`src/rtl/updown_counter_mod_pkg.sv`:
```
// counter_pkg: shared types and helpers for the up/down counter slice.
//   cnt_mode_e   - end-of-range behaviour (wrap or saturate)
//   pre_width()  - prescaler register width, max($clog2(PRESCALE),1)
//   clamp_load() - limits a load value to MODULUS-1. The compare is done
//                  wider than WIDTH so that MODULUS == 2**WIDTH is handled.
package counter_pkg;

    typedef enum logic {
        CNT_WRAP = 1'b0,
        CNT_SAT  = 1'b1
    } cnt_mode_e;

    // Default prescaler width. Instances size their own prescaler with
    // pre_width(PRESCALE).
    localparam int PRE_W = 1;

    function automatic int pre_width(input int prescale);
        int w;
        w = $clog2(prescale);
        return (w < 1) ? 1 : w;
    endfunction

    function automatic logic [32:0] clamp_load(input logic [32:0] val,
                                               input logic [32:0] modulus);
        return (val >= modulus) ? (modulus - 33'd1) : val;
    endfunction

endpackage

```
`src/rtl/updown_counter_mod_if.sv`:
```
// updown_counter_mod_if: control/status bundle of the up/down counter.
//   master drives: clr, load, load_val, en, up, ovf_clr
//   slave drives:  count, tc, ovf_sticky
interface updown_counter_mod_if #(
    parameter int WIDTH = 5
);
    logic             clr;
    logic             load;
    logic [WIDTH-1:0] load_val;
    logic             en;
    logic             up;
    logic             ovf_clr;
    logic [WIDTH-1:0] count;
    logic             tc;
    logic             ovf_sticky;

    modport master (
        output clr, load, load_val, en, up, ovf_clr,
        input  count, tc, ovf_sticky
    );

    modport slave (
        input  clr, load, load_val, en, up, ovf_clr,
        output count, tc, ovf_sticky
    );
endinterface

```
`src/rtl/updown_counter_mod_prescale.sv`:
```
// prescale_tick: divides enabled cycles by PRESCALE.
//   clk, resetn  - clock, asynchronous active-low reset
//   en           - advance the prescaler this cycle
//   sync_clr     - return the phase to 0 (parent clear/load)
//   step         - combinational, high on the enabled cycle that completes a period
module prescale_tick
    import counter_pkg::*;
#(
    parameter int PRESCALE = 1
)(
    input  logic clk,
    input  logic resetn,
    input  logic en,
    input  logic sync_clr,
    output logic step
);

    localparam int                  PW   = pre_width(PRESCALE);
    localparam logic [PW-1:0]       LAST = PW'(PRESCALE - 1);

    logic [PW-1:0] pre_q;
    logic [PW-1:0] pre_d;

    // With PRESCALE == 1 the phase stays 0 and every enabled cycle steps.
    assign step = en && (pre_q == LAST);

    always_comb begin
        pre_d = pre_q;
        if (sync_clr) begin
            pre_d = '0;
        end else if (en) begin
            pre_d = step ? '0 : pre_q + PW'(1);
        end
    end

    always_ff @(posedge clk or negedge resetn) begin
        if (!resetn) begin
            pre_q <= '0;
        end else begin
            pre_q <= pre_d;
        end
    end

endmodule

```
`src/rtl/updown_counter_mod.sv`:
```
// updown_counter_mod: modulo up/down counter with prescaled stepping,
// wrap or saturate at the range ends, and a terminal-count pulse plus a
// sticky overflow flag. All outputs are registered.
//   clk     - clock, rising edge
//   resetn  - asynchronous active-low reset
//   ctrl    - updown_counter_mod_if slave: clr/load/load_val/en/up/ovf_clr in,
//             count/tc/ovf_sticky out
// Priority on each edge is clr, then load, then a prescaled step.
module updown_counter_mod
    import counter_pkg::*;
#(
    parameter int WIDTH       = 5,
    parameter int MODULUS     = (1 << WIDTH),
    parameter int SATURATE    = 0,
    parameter int PRESCALE    = 1,
    parameter int RESET_VALUE = 0
)(
    input  logic                 clk,
    input  logic                 resetn,
    updown_counter_mod_if.slave  ctrl
);

    localparam cnt_mode_e        MODE    = (SATURATE != 0) ? CNT_SAT : CNT_WRAP;
    localparam logic [WIDTH-1:0] MAX_VAL = WIDTH'(MODULUS - 1);
    localparam logic [WIDTH-1:0] RST_VAL = WIDTH'(RESET_VALUE);

    if (WIDTH < 2) begin : g_bad_width
        $error("updown_counter_mod: WIDTH must be >= 2");
    end
    if (MODULUS > (1 << WIDTH)) begin : g_bad_mod_hi
        $error("updown_counter_mod: MODULUS exceeds 2**WIDTH");
    end
    if (MODULUS < 2) begin : g_bad_mod_lo
        $error("updown_counter_mod: MODULUS must be >= 2");
    end
    if (RESET_VALUE >= MODULUS) begin : g_bad_rst
        $error("updown_counter_mod: RESET_VALUE must be < MODULUS");
    end
    if (PRESCALE < 1) begin : g_bad_pre
        $error("updown_counter_mod: PRESCALE must be >= 1");
    end

    logic [WIDTH-1:0] count_q, count_d;
    logic             tc_q, tc_d;
    logic             ovf_q, ovf_d;
    logic             step;

    prescale_tick #(
        .PRESCALE (PRESCALE)
    ) u_prescale (
        .clk      (clk),
        .resetn   (resetn),
        .en       (ctrl.en),
        .sync_clr (ctrl.clr | ctrl.load),
        .step     (step)
    );

    // A boundary step (wrap, or a hold at the end in saturate mode) raises tc
    // for the following cycle.
    always_comb begin
        count_d = count_q;
        tc_d    = 1'b0;
        if (ctrl.clr) begin
            count_d = RST_VAL;
        end else if (ctrl.load) begin
            count_d = WIDTH'(clamp_load(33'(ctrl.load_val), 33'(MODULUS)));
        end else if (step) begin
            if (ctrl.up) begin
                if (count_q == MAX_VAL) begin
                    tc_d    = 1'b1;
                    count_d = (MODE == CNT_SAT) ? count_q : '0;
                end else begin
                    count_d = count_q + WIDTH'(1);
                end
            end else begin
                if (count_q == '0) begin
                    tc_d    = 1'b1;
                    count_d = (MODE == CNT_SAT) ? count_q : MAX_VAL;
                end else begin
                    count_d = count_q - WIDTH'(1);
                end
            end
        end
    end

    // A new overflow beats a simultaneous ovf_clr.
    always_comb begin
        ovf_d = ovf_q;
        if (tc_d) begin
            ovf_d = 1'b1;
        end else if (ctrl.ovf_clr) begin
            ovf_d = 1'b0;
        end
    end

    always_ff @(posedge clk or negedge resetn) begin
        if (!resetn) begin
            count_q <= RST_VAL;
            tc_q    <= 1'b0;
            ovf_q   <= 1'b0;
        end else begin
            count_q <= count_d;
            tc_q    <= tc_d;
            ovf_q   <= ovf_d;
        end
    end

    assign ctrl.count      = count_q;
    assign ctrl.tc         = tc_q;
    assign ctrl.ovf_sticky = ovf_q;

endmodule

```
`src/flat_wrapper.sv`:
```
// flat-port wrapper written by rule: the top's interface ports become plain ports
module updown_counter_mod_flat import counter_pkg::*;
#(
    parameter int WIDTH       = 5,
    parameter int MODULUS     = (1 << WIDTH),
    parameter int SATURATE    = 0,
    parameter int PRESCALE    = 1,
    parameter int RESET_VALUE = 0
)
  (clk, resetn, ctrl_clr, ctrl_load, ctrl_load_val, ctrl_en, ctrl_up, ctrl_ovf_clr, ctrl_count, ctrl_tc, ctrl_ovf_sticky);
  updown_counter_mod_if #(.WIDTH(WIDTH)) ctrl_i ();
  input  logic clk;
  input  logic resetn;
  input wire logic [$bits(ctrl_i.clr)-1:0] ctrl_clr;
  input wire logic [$bits(ctrl_i.load)-1:0] ctrl_load;
  input wire logic [$bits(ctrl_i.load_val)-1:0] ctrl_load_val;
  input wire logic [$bits(ctrl_i.en)-1:0] ctrl_en;
  input wire logic [$bits(ctrl_i.up)-1:0] ctrl_up;
  input wire logic [$bits(ctrl_i.ovf_clr)-1:0] ctrl_ovf_clr;
  output wire logic [$bits(ctrl_i.count)-1:0] ctrl_count;
  output wire logic [$bits(ctrl_i.tc)-1:0] ctrl_tc;
  output wire logic [$bits(ctrl_i.ovf_sticky)-1:0] ctrl_ovf_sticky;
  assign ctrl_i.clr = ctrl_clr;
  assign ctrl_i.load = ctrl_load;
  assign ctrl_i.load_val = ctrl_load_val;
  assign ctrl_i.en = ctrl_en;
  assign ctrl_i.up = ctrl_up;
  assign ctrl_i.ovf_clr = ctrl_ovf_clr;
  assign ctrl_count = ctrl_i.count;
  assign ctrl_tc = ctrl_i.tc;
  assign ctrl_ovf_sticky = ctrl_i.ovf_sticky;
  updown_counter_mod #(.WIDTH(WIDTH), .MODULUS(MODULUS), .SATURATE(SATURATE), .PRESCALE(PRESCALE), .RESET_VALUE(RESET_VALUE)) u_core (.clk(clk), .resetn(resetn), .ctrl(ctrl_i));
endmodule
```
`config.mk`:
```
export PLATFORM = sky130hd
export DESIGN_NAME = updown_counter_mod_flat
export DESIGN_NICKNAME = d
export VERILOG_FILES = /design/src/rtl/updown_counter_mod_pkg.sv /design/src/rtl/updown_counter_mod_if.sv /design/src/rtl/updown_counter_mod_prescale.sv /design/src/rtl/updown_counter_mod.sv /design/src/flat_wrapper.sv
export SDC_FILE = /design/constraint.sdc
export NUM_CORES = 1
export LEC_CHECK = 0
export BUFFER_PORTS_ARGS = -buffer_cell sky130_fd_sc_hd__buf_2
export CAP_MARGIN = 25
export CELL_PAD_IN_SITES_DETAIL_PLACEMENT = 1
export CELL_PAD_IN_SITES_GLOBAL_PLACEMENT = 2
export CORE_ASPECT_RATIO = 0.75
export CORE_MARGIN = 8
export CORE_UTILIZATION = 31
export CTS_BUF_LIST = sky130_fd_sc_hd__clkbuf_4 sky130_fd_sc_hd__clkbuf_8
export CTS_CLUSTER_DIAMETER = 100
export DETAILED_ROUTE_END_ITERATION = 8
export PLACE_DENSITY = 0.95
export REMOVE_ABC_BUFFERS = 1
export SYNTH_ARGS = -nofsm -noshare
export SYNTH_HDL_FRONTEND = slang
export SYNTH_SLANG_ARGS = --single-unit
```
`constraint.sdc`:
```
create_clock -name clk -period 3.2 [get_ports clk]
set_input_delay 0.8 -clock clk [delete_from_list [all_inputs] [get_ports clk]]
set_output_delay 0.8 -clock clk [all_outputs]
set_load 0.02 [all_outputs]
```
Word-level counts from Yosys, hierarchy flattened
Index checks and enable logic that the tools add are counted.

storage, ports and cells
  output and inout bits = 7
  bits of input ports = 12
  bits in writable memories = 0
  register bits = 8
  bits in read-only memories = 0
  latch bits = 0
  memories kept = 0
  logic and storage cells = 32

cells by class
  shift operators = 0
  bitwise gates (word level) = 2
  add/sub/neg operators = 3
  reductions and logical operators = 5
  equal/unequal tests = 1
  magnitude comparators = 0
  divide/modulo/power cells = 0
  multiply operators = 0
  mux-type cells = 17

operators with widths
  kind                   number
  $mux W5                6
  $mux W1                11
  $add A5 B1 Y5 const B  1
  $eq A5 B5 Y1 const B   1
  $logic_not A5 Y1       1
  $sub A5 B1 Y5 const B  1
  $reduce_bool A2 Y1     2
  $reduce_bool A3 Y1     1
  $add A1 B1 Y1 const B  1
  $logic_and A1 B1 Y1    1
  $not A1 Y1             1
  $or A1 B1 Y1           1

Logic depth before layout (Yosys ltp)
Gate-level depths: netlist (run 1).

  word-level depth = 7
  gate-level depth with buffers = 7
  depth with buffers taken out = 7

Hierarchy
From an unflattened synthesis (run 1), not the netlist that was laid out.

unflattened totals
  cell total of the unflattened synthesis = 68
  area, all modules = 593.1 µm²

by module, submodules not included
  module              cells each  area each (µm²)  times used
  updown_counter_mod  65          546.8            1
  prescale_tick       3           46.3             1

Worst setup path before layout (run 1)
No wires, ideal clock.

  path kind = reg2reg
  start point = reg u_core.count_q[1] (netlist: u_core.ctrl.count[1])
  end point = reg u_core.count_q[2] (netlist: u_core.ctrl.count[2])
  clock period less this slack = 1876 ps
  library setup time = 129 ps
  stages on the path, launching flop included = 8
  slack = 1324 ps
  arrival time = 1748 ps
  cells stage by stage = dfrtp_1 -> ha_1 -> and3_2 -> ha_1 -> nor2_1 -> a211o_1 -> a221oi_1 -> nor3_1

between the ends
  cells in the longest elaborated chain, start to end = 6

ends and longest elaborated chain
  what                                   RTL line                                            text
  start, declared                        updown_counter_mod.sv:43                            logic [WIDTH-1:0] count_q, count_d;
  start signal, assigned                 updown_counter_mod.sv:102                           count_q <= count_d;
  $sub A5 B1 Y5 (tied with other cells)  updown_counter_mod.sv:80                            count_d = count_q - WIDTH'(1);
  $mux W5 (on tied branches)             updown_counter_mod.sv:76, updown_counter_mod.sv:69
  $mux W5 (*)                            updown_counter_mod.sv:68                            if (ctrl.up) begin
  $mux W5 (*)                            updown_counter_mod.sv:67                            end else if (step) begin
  $mux W5 (*)                            updown_counter_mod.sv:65                            end else if (ctrl.load) begin
  $mux W5 (*)                            updown_counter_mod.sv:63                            if (ctrl.clr) begin

Every way passes the cells marked *; elsewhere a longest branch is shown, timed or not. The select of a mux whose other input is x is not followed.
A chain may end at the register's enable or synchronous reset.

Worst setup path after layout (run 1)
Ends and elaborated chain as after synthesis.

==> impl_metrics.yaml, run 1 <==
global_route:
  antenna_found_initial: 0
  grt_max_degree: 16
  grt_pass1_wl_mm: 2.877
  grt.total_usage_pct: 10.72
  grt_overflow: 0
  first_global_vias: 595
timing:
  fmax_mhz: 533.8
  relSlewSlack_pct: 77.77
  min_period_over_period_pct: 58.54
  rsz0062_at_grt: "false"
  fin_crit_ns: 1.873
  fin_ws_ns: 1.327
  tns_ns: 0
  hold_viol_final: 0
  slew_viol_final: 0
  tightest_slew_ns: 0.3289
  fin_worst_skew_ns: 0.007735
  setup_viol: 0
cts:
  clk_latency_ns: 0.27
  cts-htree-levels: 1
  cts_sinks: 8
  cts.path.max_buffers: 2
  cts-root-buf: "clkbuf_4"
  clkTransAtPathRegs_ns: 0.06
  postCtsHoldBufs: 0
  numCtsBuffers: 3
  cts_tree: "yes"
  cts_resized: 0
  cts_setup_buffers: 0
outcome:
  status: "complete, no violations"
setup_path:
  crit_path_max_fanout: 6
  crit_required_ns: 3.35
  critPathCaptureType: "register"
  arrival_ns: 2.03
  start_kind: "register"
  crit_type: "reg -> reg"
power_and_ir_drop:
  p_leak_nw: 0.3625
  peakVddDrop_mv: 0.2140
  finalPower_w: 0.0002767
  power_density_nw_per_um2: 383.9
floorplan:
  rows: 13
  io_pins: 19
  die_h_um: 54.08
  die_w_um: 66.77
  core_um2: 1773
  initial_utilization_pct: 33.80
  die-area_um2: 3611
synthesis:
  synth_top_area_share_pct: 33.40
  synth_seq_area_share_pct: 33.40
  yosysTopAreaCell: "dfrtp_1"
  yosys-top-cells-area: "dfrtp_1, ha_1, a21oi_1"
  syn_inst: 71
  ys_types: 30
  syn-cell-area_um2: 599.3
  synth-edff-count: 0
  synthArstFlopShare_pct: 100.0
  ys_ff_latch: 8
  ys.flop_type: "dfrtp_1"
  yosysWarnings: 0
  avgSynthCellArea_um2: 8.441
  synth_commonest_cells: "dfrtp_1, nor2_1, a21oi_1, inv_1"
hold_path:
  hold_path.class: "in -> async"
finish:
  fin_nets: 107
  diodes: 0
  utilization_pct: 40.65
  area.growth.synth_to_final_pct: 20.25
  fillers: 233
  drive_gt1_share_pct: 26.97
routing:
  drtPass1Iterations: 4
  dr_total_vias: 583
  wl_mm: 1.765
  antenna_left: 0
  drc_errors: 0
  drt-vias-per-instance: 5.252
  drtIter0Drc: 15
  wl_per_cell_um: 15.90
placement:
  pre_cts_slack_ns: 1.315
  finalWeightedCongestion: 0.8181
  portBuffers: 18
  hpwl_mm: 1.355
run:
  maxCapViolCount: 0
==> logic make-up after synthesis <==
logic type                 count (synthesis)  synth area share [%]
AOI/OAI and AO/OA                         16                 18.37
xor gates and xnor gates                   2                 2.923
adders and majority gates                  4                 8.351
buffers and inverters                      9                 6.888
DFF                                        8                 33.40
and+or+nand+nor                           32                 30.06
==> area by class of cell <==
type                            count  area [µm²]  area share (%)
Tap cell                           22       27.53           3.819
Multi-Input combinational cell     54       357.8           49.65
Inverter                            6       22.52           3.125
Clock buffer                        3       22.52           3.125
Sequential cell                     8       200.2           27.78
Timing Repair Buffer               18       90.09           12.50
==> registers in the layout, indices dropped and copies added (netlist names) <==
| name | cells |
|---|---|
| u_core.u_prescale.pre_q | 1 |
| u_core.ctrl.tc | 1 |
| u_core.ctrl.ovf_sticky | 1 |
| u_core.ctrl.count | 5 |
==> path summary, 6_finish.rpt <==
check                                              startpoint                            endpoint  slack (ns)  cells after the start
max                          u_core.ctrl.count[1]$_DFFE_PN0P_    u_core.ctrl.count[2]$_DFFE_PN0P_        1.33                      7
min                                                    resetn            u_core.ctrl.tc$_DFF_PN0_        0.37                      1
max reg2reg                  u_core.ctrl.count[1]$_DFFE_PN0P_    u_core.ctrl.count[2]$_DFFE_PN0P_        1.33                      7
min reg2reg                u_core.ctrl.ovf_sticky$_DFFE_PN0P_  u_core.ctrl.ovf_sticky$_DFFE_PN0P_        0.48                      1
max in group asynchronous                              resetn  u_core.ctrl.ovf_sticky$_DFFE_PN0P_        2.64                      1
min in group clk           u_core.ctrl.ovf_sticky$_DFFE_PN0P_  u_core.ctrl.ovf_sticky$_DFFE_PN0P_        0.48                      1
==> stage by stage <==
step                instances  instance area (µm²)  hold slack (ns)
floorplan                  68                580.6           0.5044
global placement          108                698.2           0.4566
detailed placement        108                698.2           0.4761
CTS                       111                720.7           0.3672
global route              111                720.7           0.3756
finish                    111                720.7           0.3699
==> power breakdown <==
group          internal [W]  switching (W)  leakage (nW)
Clock             0.0000434      0.0000417        0.0138
Combinational     0.0000306      0.0000433         0.242
Sequential         0.000107      0.0000105         0.106
==> worst max-delay path, stage by stage, from the launching register on <==
cell and delay [ns]:
dfrtp_1 0.42, ha_1 0.22, and3_2 0.21, ha_1 0.20, nor2_1 0.05, a211o_1 0.28
a221oi_1 0.29, nor3_1 0.08
==> placed cells by master (no fill, tap or decap), types with 2 or more instances in the layout <==
master and instances:
nand2_1 4, nand2b_1 2, a21oi_1 6, nor2b_1 3
ha_1 4, dfrtp_1 8, nand3b_1 2, buf_2 18
xor2_1 2, clkbuf_4 3, a211o_1 2, nor4b_1 2
nor2_1 8, nor3_1 4, inv_1 6
==> routing by layer <==
layer	vias up	track usage (%)	share of wire [%]	wire (µm)
met5	-	0	0	0
met4	0	5.300	1.6	29
met3	5	5.383	10	179
met2	20	14.10	37	661
met1	269	13.95	51	895
li1	289	-	-	-
Note: power is estimated with default switching activity, not from simulation.
==> run 2: changes to the inputs <==
- CORE_UTILIZATION: 31 -> 29
- PLACE_DENSITY: 0.95 -> 0.91
- clock period: 3.2 -> 1.94 ns (I/O delays scaled with it)
==> run 2 against run 1 <==
  * Worst hold slack lost 0.29 ns
  * Non-clock buffer count grew 6
  * Wire length grew 15%
  * Clock skew shrank 0.0070 ns
  * Clock power grew 50%
  * Via count grew 8.9%
==> impl_metrics.yaml, run 2 (same netlist as run 1, synthesis figures left out) <==
cts:
  numCtsBuffers: 3
  postCtsHoldBufs: 0
  cts_tree: "yes"
  clkTransAtPathRegs_ns: 0.05
  cts-htree-levels: 1
  cts_sinks: 8
  cts-root-buf: "clkbuf_4"
  clk_latency_ns: 0.25
  cts.path.max_buffers: 2
run:
  maxCapViolCount: 0
setup_path:
  r2r_cells: 6
  crit_start: "u_core.ctrl.count[0]$_DFFE_PN0P_"
  start_kind: "register"
  reg2reg_slack_ns: 0.06
  crit_type: "reg -> reg"
  timing.rr.end: "u_core.ctrl.count[4]$_DFFE_PN0P_"
  r2r_start: "u_core.ctrl.count[0]$_DFFE_PN0P_"
  worstSetupEndpoint: "u_core.ctrl.count[4]$_DFFE_PN0P_"
  critPathCaptureType: "register"
  crit_required_ns: 2.11
  arrival_ns: 2.05
  crit_path_max_fanout: 4
finish:
  final_cell_mix: "buf_2, nor2_1, dfrtp_1"
  utilization_pct: 40.14
  final_common_cell: "buf_2"
  diodes: 0
  largest_register_ffs: 5
  fin_nets: 113
  drive_gt1_share_pct: 36.84
  area.growth.synth_to_final_pct: 32.57
timing:
  fmax_mhz: 531.6
  relSlewSlack_pct: 78.66
  hold_viol_final: 0
  min_period_over_period_pct: 96.97
  fin_crit_ns: 1.881
  slew_viol_final: 0
  tightest_slew_ns: 0.3157
  tns_ns: 0
  fin_worst_skew_ns: 0.0007023
  setup_viol: 0
routing:
  wl_mm: 2.025
  drc_errors: 0
  drtIter0Drc: 9
  wl_per_cell_um: 17.02
  dr_total_vias: 635
  antenna_left: 0
  drt-vias-per-instance: 5.336
  drtPass1Iterations: 4
floorplan:
  core_um2: 1979
  rows: 14
  initial_utilization_pct: 30.28
  io_pins: 19
  die-area_um2: 3793
  die_w_um: 68.50
  die_h_um: 55.37
hold_path:
  hold_path.class: "in -> async"
power_and_ir_drop:
  finalPower_w: 0.0004700
  p_int_w: 0.0003129
  switching_share_pct: 33.42
  p_comb_share_pct: 32.2
  power_density_nw_per_um2: 591.5
  peakVddDrop_mv: 0.3896
  clockPowerShare_pct: 27.3
  p_switching_w: 0.0001570
  p_leak_nw: 0.3886
  seqPwrFrac_pct: 40.5
placement:
  finalWeightedCongestion: 0.8347
  hpwl_mm: 1.460
  portBuffers: 18
global_route:
  antenna_found_initial: 0
  first_global_vias: 681
  grt_overflow: 0
  grt_max_degree: 16
  grt_pass1_wl_mm: 3.346
  grt.total_usage_pct: 11.51
outcome:
  status: "complete, no violations"
-- run 2: changes by cell type in the layout (fill, tap and decap cells not counted) --
cell / delta
ha_2: +2
ha_4: +1
dfrtp_1: -1
dfrtp_2: +1
buf_4: +6
o32ai_1: -1
ha_1: -3
o32ai_2: +1
-- run 2: through the flow --
| step | cell area, µm² | instances | hold WS (ns) | setup slack (ns) |
|---|---|---|---|---|
| 6_report | 794.5 | 119 | 0.07741 | 0.05871 |
| 2_1_floorplan | 580.6 | 68 | 0.1894 | 0.06353 |
| 5_1_grt | 794.5 | 119 | 0.07382 | -0.01673 |
| 3_3_place_gp | 723.2 | 113 | 0.3469 | 0.09812 |
| 3_5_place_dp | 723.2 | 113 | 0.3518 | -0.02913 |
| 4_1_cts | 764.5 | 118 | 0.07051 | 0.01181 |
-- run 2: power by group through the flow --
stage	combinational, W	clock (W)	sequential [W]
2_1_floorplan	0.0000610	0	0.000206
3_3_place_gp	0.000130	0	0.000192
3_5_place_dp	0.000135	0	0.000193
4_1_cts	0.000143	0.000138	0.000189
5_1_grt	0.000167	0.000146	0.000192
6_report	0.000152	0.000128	0.000190
-- run 2: layout make-up --
cell class	count	area (µm²)
Sequential cell	8	201.4
Tap cell	24	30.03
Fill cell	246	1185
Clock buffer	3	22.52
Timing Repair Buffer	24	135.1
Inverter	6	22.52
Multi-Input combinational cell	54	382.9
-- run 2: metal layers --
layer	wire [µm]	GRT usage [%]	vias to the layer above
li1	-	-	305
met1	915	13.70	319
met2	1020	18.15	11
met3	89	5.835	0
met4	0	1.749	0
met5	0	0	-
-- run 2: worst min-delay path by stage --
stage	cells after the start	startpoint	slack [ns]	to
final	1	resetn	0.08	u_core.u_prescale.pre_q$_DFFE_PN0P_
after global routing	1	resetn	0.07	u_core.u_prescale.pre_q$_DFFE_PN0P_
after CTS	1	resetn	0.07	u_core.u_prescale.pre_q$_DFFE_PN0P_
after detailed placement	1	resetn	0.35	u_core.u_prescale.pre_q$_DFFE_PN0P_
after global placement	1	resetn	0.35	u_core.u_prescale.pre_q$_DFFE_PN0P_
after floorplan	0	resetn	0.19	u_core.ctrl.count[0]$_DFFE_PN0P_
-- run 2: worst max-delay path: stages, from the launching register on --
cell and delay [ns]:
dfrtp_2 0.43, ha_2 0.21, and3_2 0.25, ha_1 0.29
nor3b_1 0.05, or4_1 0.40, a21oi_1 0.18
-- run 2: timing repair --
item,CTS,global route
endpoints found under the setup margin,1,4
resized for setup,2,4
setup buffers,2,1
